<file path="src/rtl/pacc_barrett_reduce_responder_pkg.sv">
// Shared Kyber arithmetic constants for the PAcc reduce blocks (Barrett, Montgomery, poly-level).
// Internal widths for the Barrett pipeline are derived here so every user agrees on them.
package pacc_barrett_reduce_responder_pkg;

    localparam int KYBER_Q       = 3329;
    localparam int COEFF_W       = 16;
    localparam int BARRETT_V     = 20159;
    localparam int BARRETT_SHIFT = 26;

    // 16x16 signed product plus rounding constant fits comfortably in 32 bits
    localparam int PROD_W = 32;
    // quotient estimate spans -10..+10
    localparam int T_W    = 7;
    // a - t*Q evaluated wide enough to hold 32767 + 10*3329 before truncation
    localparam int RED_W  = 18;

endpackage

</file>
<file path="src/rtl/pacc_barrett_reduce_responder.sv">
// Responder for the PAcc coefficient-reduce handshake: 3-stage pipelined Barrett reduction
// returning the centred residue mod KYBER_Q with a done pulse 3 cycles after each enable.
module pacc_barrett_reduce_responder
    import pacc_barrett_reduce_responder_pkg::*;
(
    input  logic               clk,
    input  logic               reset,
    input  logic               enable,
    input  logic [COEFF_W-1:0] iCoeffs,
    output logic               BarrettR_done,
    output logic [COEFF_W-1:0] oCoeffs,
    output logic               busy
);

    localparam logic signed [PROD_W-1:0] V_P     = PROD_W'(BARRETT_V);
    localparam logic signed [PROD_W-1:0] ROUND_P = PROD_W'(longint'(1) << (BARRETT_SHIFT - 1));
    localparam logic signed [RED_W-1:0]  Q_R     = RED_W'(KYBER_Q);

    logic                      v1;
    logic                      v2;
    logic signed [COEFF_W-1:0] a1_r;
    logic signed [COEFF_W-1:0] a2_r;
    logic signed [PROD_W-1:0]  p_r;
    logic signed [T_W-1:0]     t_r;

    always_ff @(posedge clk) begin
        if (reset) begin
            v1            <= 1'b0;
            v2            <= 1'b0;
            BarrettR_done <= 1'b0;
        end else begin
            v1            <= enable;
            v2            <= v1;
            BarrettR_done <= v2;
        end
    end

    // Data slices carry no reset; only the valid chain decides what reaches oCoeffs.
    always_ff @(posedge clk) begin
        a1_r <= iCoeffs;
        p_r  <= PROD_W'($signed(iCoeffs)) * V_P;
        a2_r <= a1_r;
        t_r  <= T_W'((p_r + ROUND_P) >>> BARRETT_SHIFT);
    end

    always_ff @(posedge clk) begin
        if (reset) begin
            oCoeffs <= '0;
        end else if (v2) begin
            oCoeffs <= COEFF_W'(RED_W'(a2_r) - RED_W'(t_r) * Q_R);
        end
    end

    assign busy = v1 | v2 | BarrettR_done;

endmodule

</file>
<file path="config.mk">
export PLATFORM = sky130hd
export DESIGN_NAME = pacc_barrett_reduce_responder
export DESIGN_NICKNAME = d
export VERILOG_FILES = /design/src/rtl/pacc_barrett_reduce_responder_pkg.sv /design/src/rtl/pacc_barrett_reduce_responder.sv
export SDC_FILE = /design/constraint.sdc
export NUM_CORES = 1
export LEC_CHECK = 0
export ABC_AREA = 1
export CORE_MARGIN = 2
export CORE_UTILIZATION = 55
export DETAILED_ROUTE_END_ITERATION = 6
export MAX_ROUTING_LAYER = met4
export PLACE_DENSITY = 0.75
export RECOVER_POWER = 100
export SETUP_SLACK_MARGIN = 0.2
export SYNTH_ARGS = -nofsm -noshare
export SYNTH_HDL_FRONTEND = slang
export SYNTH_SLANG_ARGS = --single-unit
</file>
<file path="constraint.sdc">
create_clock -name clk -period 6.4 [get_ports clk]
set_input_delay 0.96 -clock clk [delete_from_list [all_inputs] [get_ports clk]]
set_output_delay 0.96 -clock clk [all_outputs]
set_load 0.02 [all_outputs]
</file>
==> flow_summary.ini, run 1 <==
[global_route]
grt_pass1_vias = 7585
grt.overflow.total = 0
grt_pass1_wl_mm = 34.8
antenna_found_initial = 0
grt_usage = 0.246
grt_max_degree = 28

[timing]
clock_skew_ps = 3.00
finalHoldViolCount = 0
rsz0062_at_grt = no
maxSlewViolCount = 0
finalSetupTns_ps = 0
finalCritPeriodShare = 0.940
relSlewSlack = 0.254
setup_viol = 0
tightest_slew_ps = 1120
min_period_ps = 6010
fmax_mhz = 166

[critical_path]
critPathMostFrequentCell = nand2_1
critical_path_class = input port to flop
start_kind = input port
worstPathMaxFanout = 6
critical_path_required_ps = 6680
path_cells = dlygate4sd3_1 -> inv_1 -> ha_1 -> xnor2_1 -> fa_1 -> fa_1 -> fa_1 -> fa_1 -> inv_1 -> fa_1 -> inv_1 -> ha_1 -> nand2_1 -> nor2_1 -> nand2_1 -> nor3_2 -> and2_1 -> nand2_1 -> nand2_1 -> nand2_1 -> nand2_1
end_kind = flop
worstPathArrival_ps = 6290
reg2reg_slack_ps = 2810
slowest_stage = dlygate4sd3_1
max_stage_delay_ps = 680

[placed_design]
portBuffers = 36
routabilityCongestion = 0.951
hpwl_mm = 17.8

[run_status]
status = finished, final reports clean

[layout]
regArea_um2 = 1280
n_antenna_cell = 0
syn2layout_area_growth_pct = 10.7
drive_gt1_frac = 0.0261
nNetsFinal = 1597
multiInputGateArea_um2 = 7050
n_fill_cell = 1526

[clock_network]
path_clk_slew_ps = 50
cts_sinks = 64
root_buffer = clkbuf_16
htree_levels = 3
cts_tree = yes
clk_latency_ps = 330
cts_setup_buffers = 0
hold_buffers = 0
cts_buffers = 9
ctsResizeCount = 0
cts_max_path_buffers = 2

[logic_synthesis]
synth_nets = 1533
synth_top_cell_by_area = fa_1
synth_xor_area_frac = 0.0189
async_flop_share = 0
synth_cell_types = 27
ys_ff_latch = 64
synth_edf_count = 0
yosys-top-cells-count = inv_1 (366), nand2_1 (222), ha_1 (167)
synth_compound_area_frac = 0.0261
ys_top_cells_by_area = fa_1 (31%), ha_1 (21%), inv_1 (14%)
ys_warn_count = 0
synth_mux_area_frac = 0
yosys.area_share.simple = 0.157
seq_area_frac_synth = 0.132
synth_top_area_frac = 0.308
yosysMostFrequentCell = inv_1
syn_inst = 1197
synth_area_um2 = 9740
avgSynthCellArea_um2 = 8.13
yosys_most_used_dff = dfxtp_1
synthAdderAreaFrac = 0.523
synth_top_family_by_area = adder cells

[routing]
ant_nets = 0
drt-wirelength-per-cell_um = 13.4
drc = 0
avgViaCountPerCell = 4.78
drtIter0Drc = 305
wl_mm = 20.0
drtPass1Iterations = 5
routed-via-count = 7115

[floorplan]
start_util = 0.563
core_area_um2 = 17300
die_w_um = 137
die_area_um2 = 18800
dieHeight_um = 137
rows = 48
pin_count = 37

[hold_path]
hp-class = flop to flop

[run]
maxCapViolations = 0
per-layer routing:
layer / vias to the layer above / track usage / share of wire
met4: 0 / 0.0888 / 0.035
met5: - / - / 0
met2: 130 / 0.425 / 0.49
met1: 3296 / 0.294 / 0.44
li1: 3641 / - / -
met3: 48 / 0.0344 / 0.039
cells by family after synthesis:
family          after synthesis
flops                        64
xor+xnor                     21
fa+ha+maj                   317
buf+inv                     372
compound gates               46
simple gates                377
metrics by stage:
stage          instances  cell area (um^2)  worst slack (ps)  hold slack [ps]   util
6_report            1490             10800               386              322  0.623
5_1_grt             1490             10800               138              328  0.623
4_1_cts             1490             10800               494              323  0.626
3_5_place_dp        1475             10500               145              312  0.608
3_3_place_gp        1475             10500               280              310  0.608
2_1_floorplan       1197              9740              1060              310      -
final timing paths:
kind,end,cells after the start,start
max,p_r[31]$_DFF_P_,21,iCoeffs[14]
min,a2_r[11]$_DFF_P_,0,a1_r[11]$_DFF_P_
max reg2reg,oCoeffs[14]$_SDFFE_PP0P_,16,t_r[5]$_DFF_P_
min reg2reg,a2_r[11]$_DFF_P_,0,a1_r[11]$_DFF_P_
registers in the layout, summed over array words and instances, names as in the netlist:
name / flops
a2_r: 16
t_r: 6
oCoeffs: 16
a1_r: 15
v1: 1
p_r: 8
v2: 1
BarrettR_done: 1
final cells by class:
| type | instances | share of cell area |
|---|---|---|
| clock buffer | 10 | 0.0222 |
| clock inverter | 5 | 0.00534 |
| inverter | 367 | 0.128 |
| multi-input combinational | 761 | 0.654 |
| sequential | 64 | 0.119 |
| tap | 225 | 0.0261 |
| timing repair buffer | 58 | 0.0456 |
worst max-delay path: cells and delay by family:
family	cells	cell delay [ps]
AND/OR/NAND/NOR	9	930
XOR/XNOR	1	370
buffers and inverters	4	880
adder cells (fa/ha/maj)	7	3160
placed cells by master (no fill, tap or decap), types with 7 or more instances in the layout:
| cell | n |
|---|---|
| o21ai_0 | 14 |
| ha_1 | 167 |
| nand3_1 | 46 |
| dlygate4sd3_1 | 23 |
| a21oi_1 | 24 |
| nor3_1 | 7 |
| nand4_1 | 7 |
| clkdlybuf4s50_1 | 13 |
| fa_1 | 150 |
| clkbuf_16 | 9 |
| nor2_1 | 87 |
| inv_1 | 366 |
| dfxtp_1 | 64 |
| nand2_1 | 222 |
| clkbuf_1 | 9 |
| xor2_1 | 15 |
| buf_4 | 13 |
Power of run 1 is not shown: default switching activity piles up to over one toggle a cycle in this logic, so the estimate is an artifact.
==> inputs of run 2 (changes only) <==
GPL_TIMING_DRIVEN = 1   (was not set)
TNS_END_PERCENT = 10   (was not set)
==> results of run 2 <==
Final layout, timing and power as in run 1 (identical DEF).
Power of run 2 is left out for the same reason.
==> inputs of run 3 (changes only) <==
CORE_UTILIZATION = 64   (was 55)
PLACE_DENSITY = 0.85   (was 0.75)
==> flow_summary.ini, run 3 (synthesis results as in run 1) <==
[run]
maxCapViolations = 0

[clock_network]
ctsResizeCount = 0
path_clk_slew_ps = 50
clk_latency_ps = 330
cts_buffers = 9
root_buffer = clkbuf_16
cts_tree = yes
cts_sinks = 64
cts_setup_buffers = 0
hold_buffers = 0
htree_levels = 3
cts_max_path_buffers = 2

[timing]
maxSlewViolCount = 0
tightest_slew_ps = 1080
rsz0062_at_grt = no
clock_skew_ps = 6.03
layout_setup_ws_ps = 401
finalSetupTns_ps = 0
setup_viol = 0
min_period_ps = 6000
finalHoldViolCount = 0
finalCritPeriodShare = 0.937
relSlewSlack = 0.283
fmax_mhz = 167

[global_route]
grt_max_degree = 28
use_met1 = 0.326
grt.overflow.total = 0
use_met3 = 0.0415
antenna_found_initial = 0
grt_usage = 0.291
grt_pass1_vias = 8052
grt_pass1_wl_mm = 36.2
grt_use_met2 = 0.526
top_usage_layer = met2

[routing]
drc = 0
ant_nets = 0
drtPass1Iterations = 5
drtIter0Drc = 276
drt-wirelength-per-cell_um = 14.5
routed-via-count = 7386
avgViaCountPerCell = 5.09
wl_mm = 21.1

[critical_path]
end_kind = flop
critical_path_required_ps = 6620
path_cells = clkdlybuf4s50_1 -> clkbuf_1 -> fa_1 -> fa_1 -> fa_1 -> fa_1 -> fa_1 -> inv_1 -> fa_1 -> inv_1 -> ha_1 -> nand2_1 -> inv_1 -> nand2_1 -> nand2_1 -> nand2_1 -> nand2_1 -> a21boi_0 -> nand2_1 -> nand2_1 -> nand2_1
worstPathArrival_ps = 6220
critPathMostFrequentCell = nand2_1
slowest_stage = fa_1
max_stage_delay_ps = 620
start_kind = input port
critical_path_class = input port to flop
worstPathMaxFanout = 6

[layout]
n_antenna_cell = 0
nNetsFinal = 1596
drive_gt1_frac = 0.0269
reg.largest.list = a2_r x16, oCoeffs x16, a1_r x15
final_common_cell = inv_1
syn2layout_area_growth_pct = 10.2
utilization = 0.714
layout_common_cells = inv_1 (366), nand2_1 (222), ha_1 (167), fa_1 (150), nor2_1 (87)

[placed_design]
hpwl_mm = 18.4
routabilityCongestion = 0.958
place_ws_ps = 211
portBuffers = 36

[floorplan]
pin_count = 37
die_w_um = 127
die_area_um2 = 16200
rows = 45
start_util = 0.648
dieHeight_um = 127
core_area_um2 = 15000

[run_status]
status = finished, final reports clean

[hold_path]
hp-class = flop to flop
## run 3: changes by cell type in the layout (fill, tap and decap cells not counted), sizes merged
cell,previous run,this run
clkinvlp,3,0
clkinv,1,3
clkbuf,19,18
dlygate4sd3,23,25
buf,13,14
clkdlybuf4s50,13,11
## run 3: final cells by class
| type | count | area (um^2) |
|---|---|---|
| clock inverter | 4 | 45.0 |
| timing repair buffer | 57 | 492 |
| clock buffer | 11 | 243 |
| fill | 1155 | 4300 |
| tap | 188 | 235 |
| inverter | 367 | 1380 |
| multi-input combinational | 761 | 7060 |
| sequential | 64 | 1280 |
## run 3: final timing paths
kind / from / endpoint / slack [ps] / depth (start not counted)
setup / recovery: iCoeffs[12] / p_r[25]$_DFF_P_ / 400 / 21
hold / removal: a1_r[14]$_DFF_P_ / a2_r[14]$_DFF_P_ / 320 / 0
setup reg to reg: t_r[5]$_DFF_P_ / oCoeffs[14]$_SDFFE_PP0P_ / 2750 / 16
hold reg to reg: a1_r[14]$_DFF_P_ / a2_r[14]$_DFF_P_ / 320 / 0
## run 3: critical path, delay by kind of cell
family | cells | cell delay [ps]
buffers and inverters | 5 | 980
AND/OR/NAND/NOR | 8 | 540
AO/OA/AOI/OAI | 1 | 250
adder cells (fa/ha/maj) | 7 | 3500
## run 3: layer usage
layer | share of wire | vias to the layer above
met3 | 0.036 | 60
met4 | 0.036 | 0
met1 | 0.41 | 3507
met2 | 0.52 | 182
met5 | 0 | -
li1 | - | 3637
## run 3: per-stage QoR
step	cell area, um^2	instances	hold slack, ps
after floorplan	9740	1197	310
after global placement	10500	1437	310
after detailed placement	10500	1437	312
after CTS	10800	1452	324
after global routing	10700	1452	329
final	10700	1452	323
Power of run 3 is left out for the same reason.
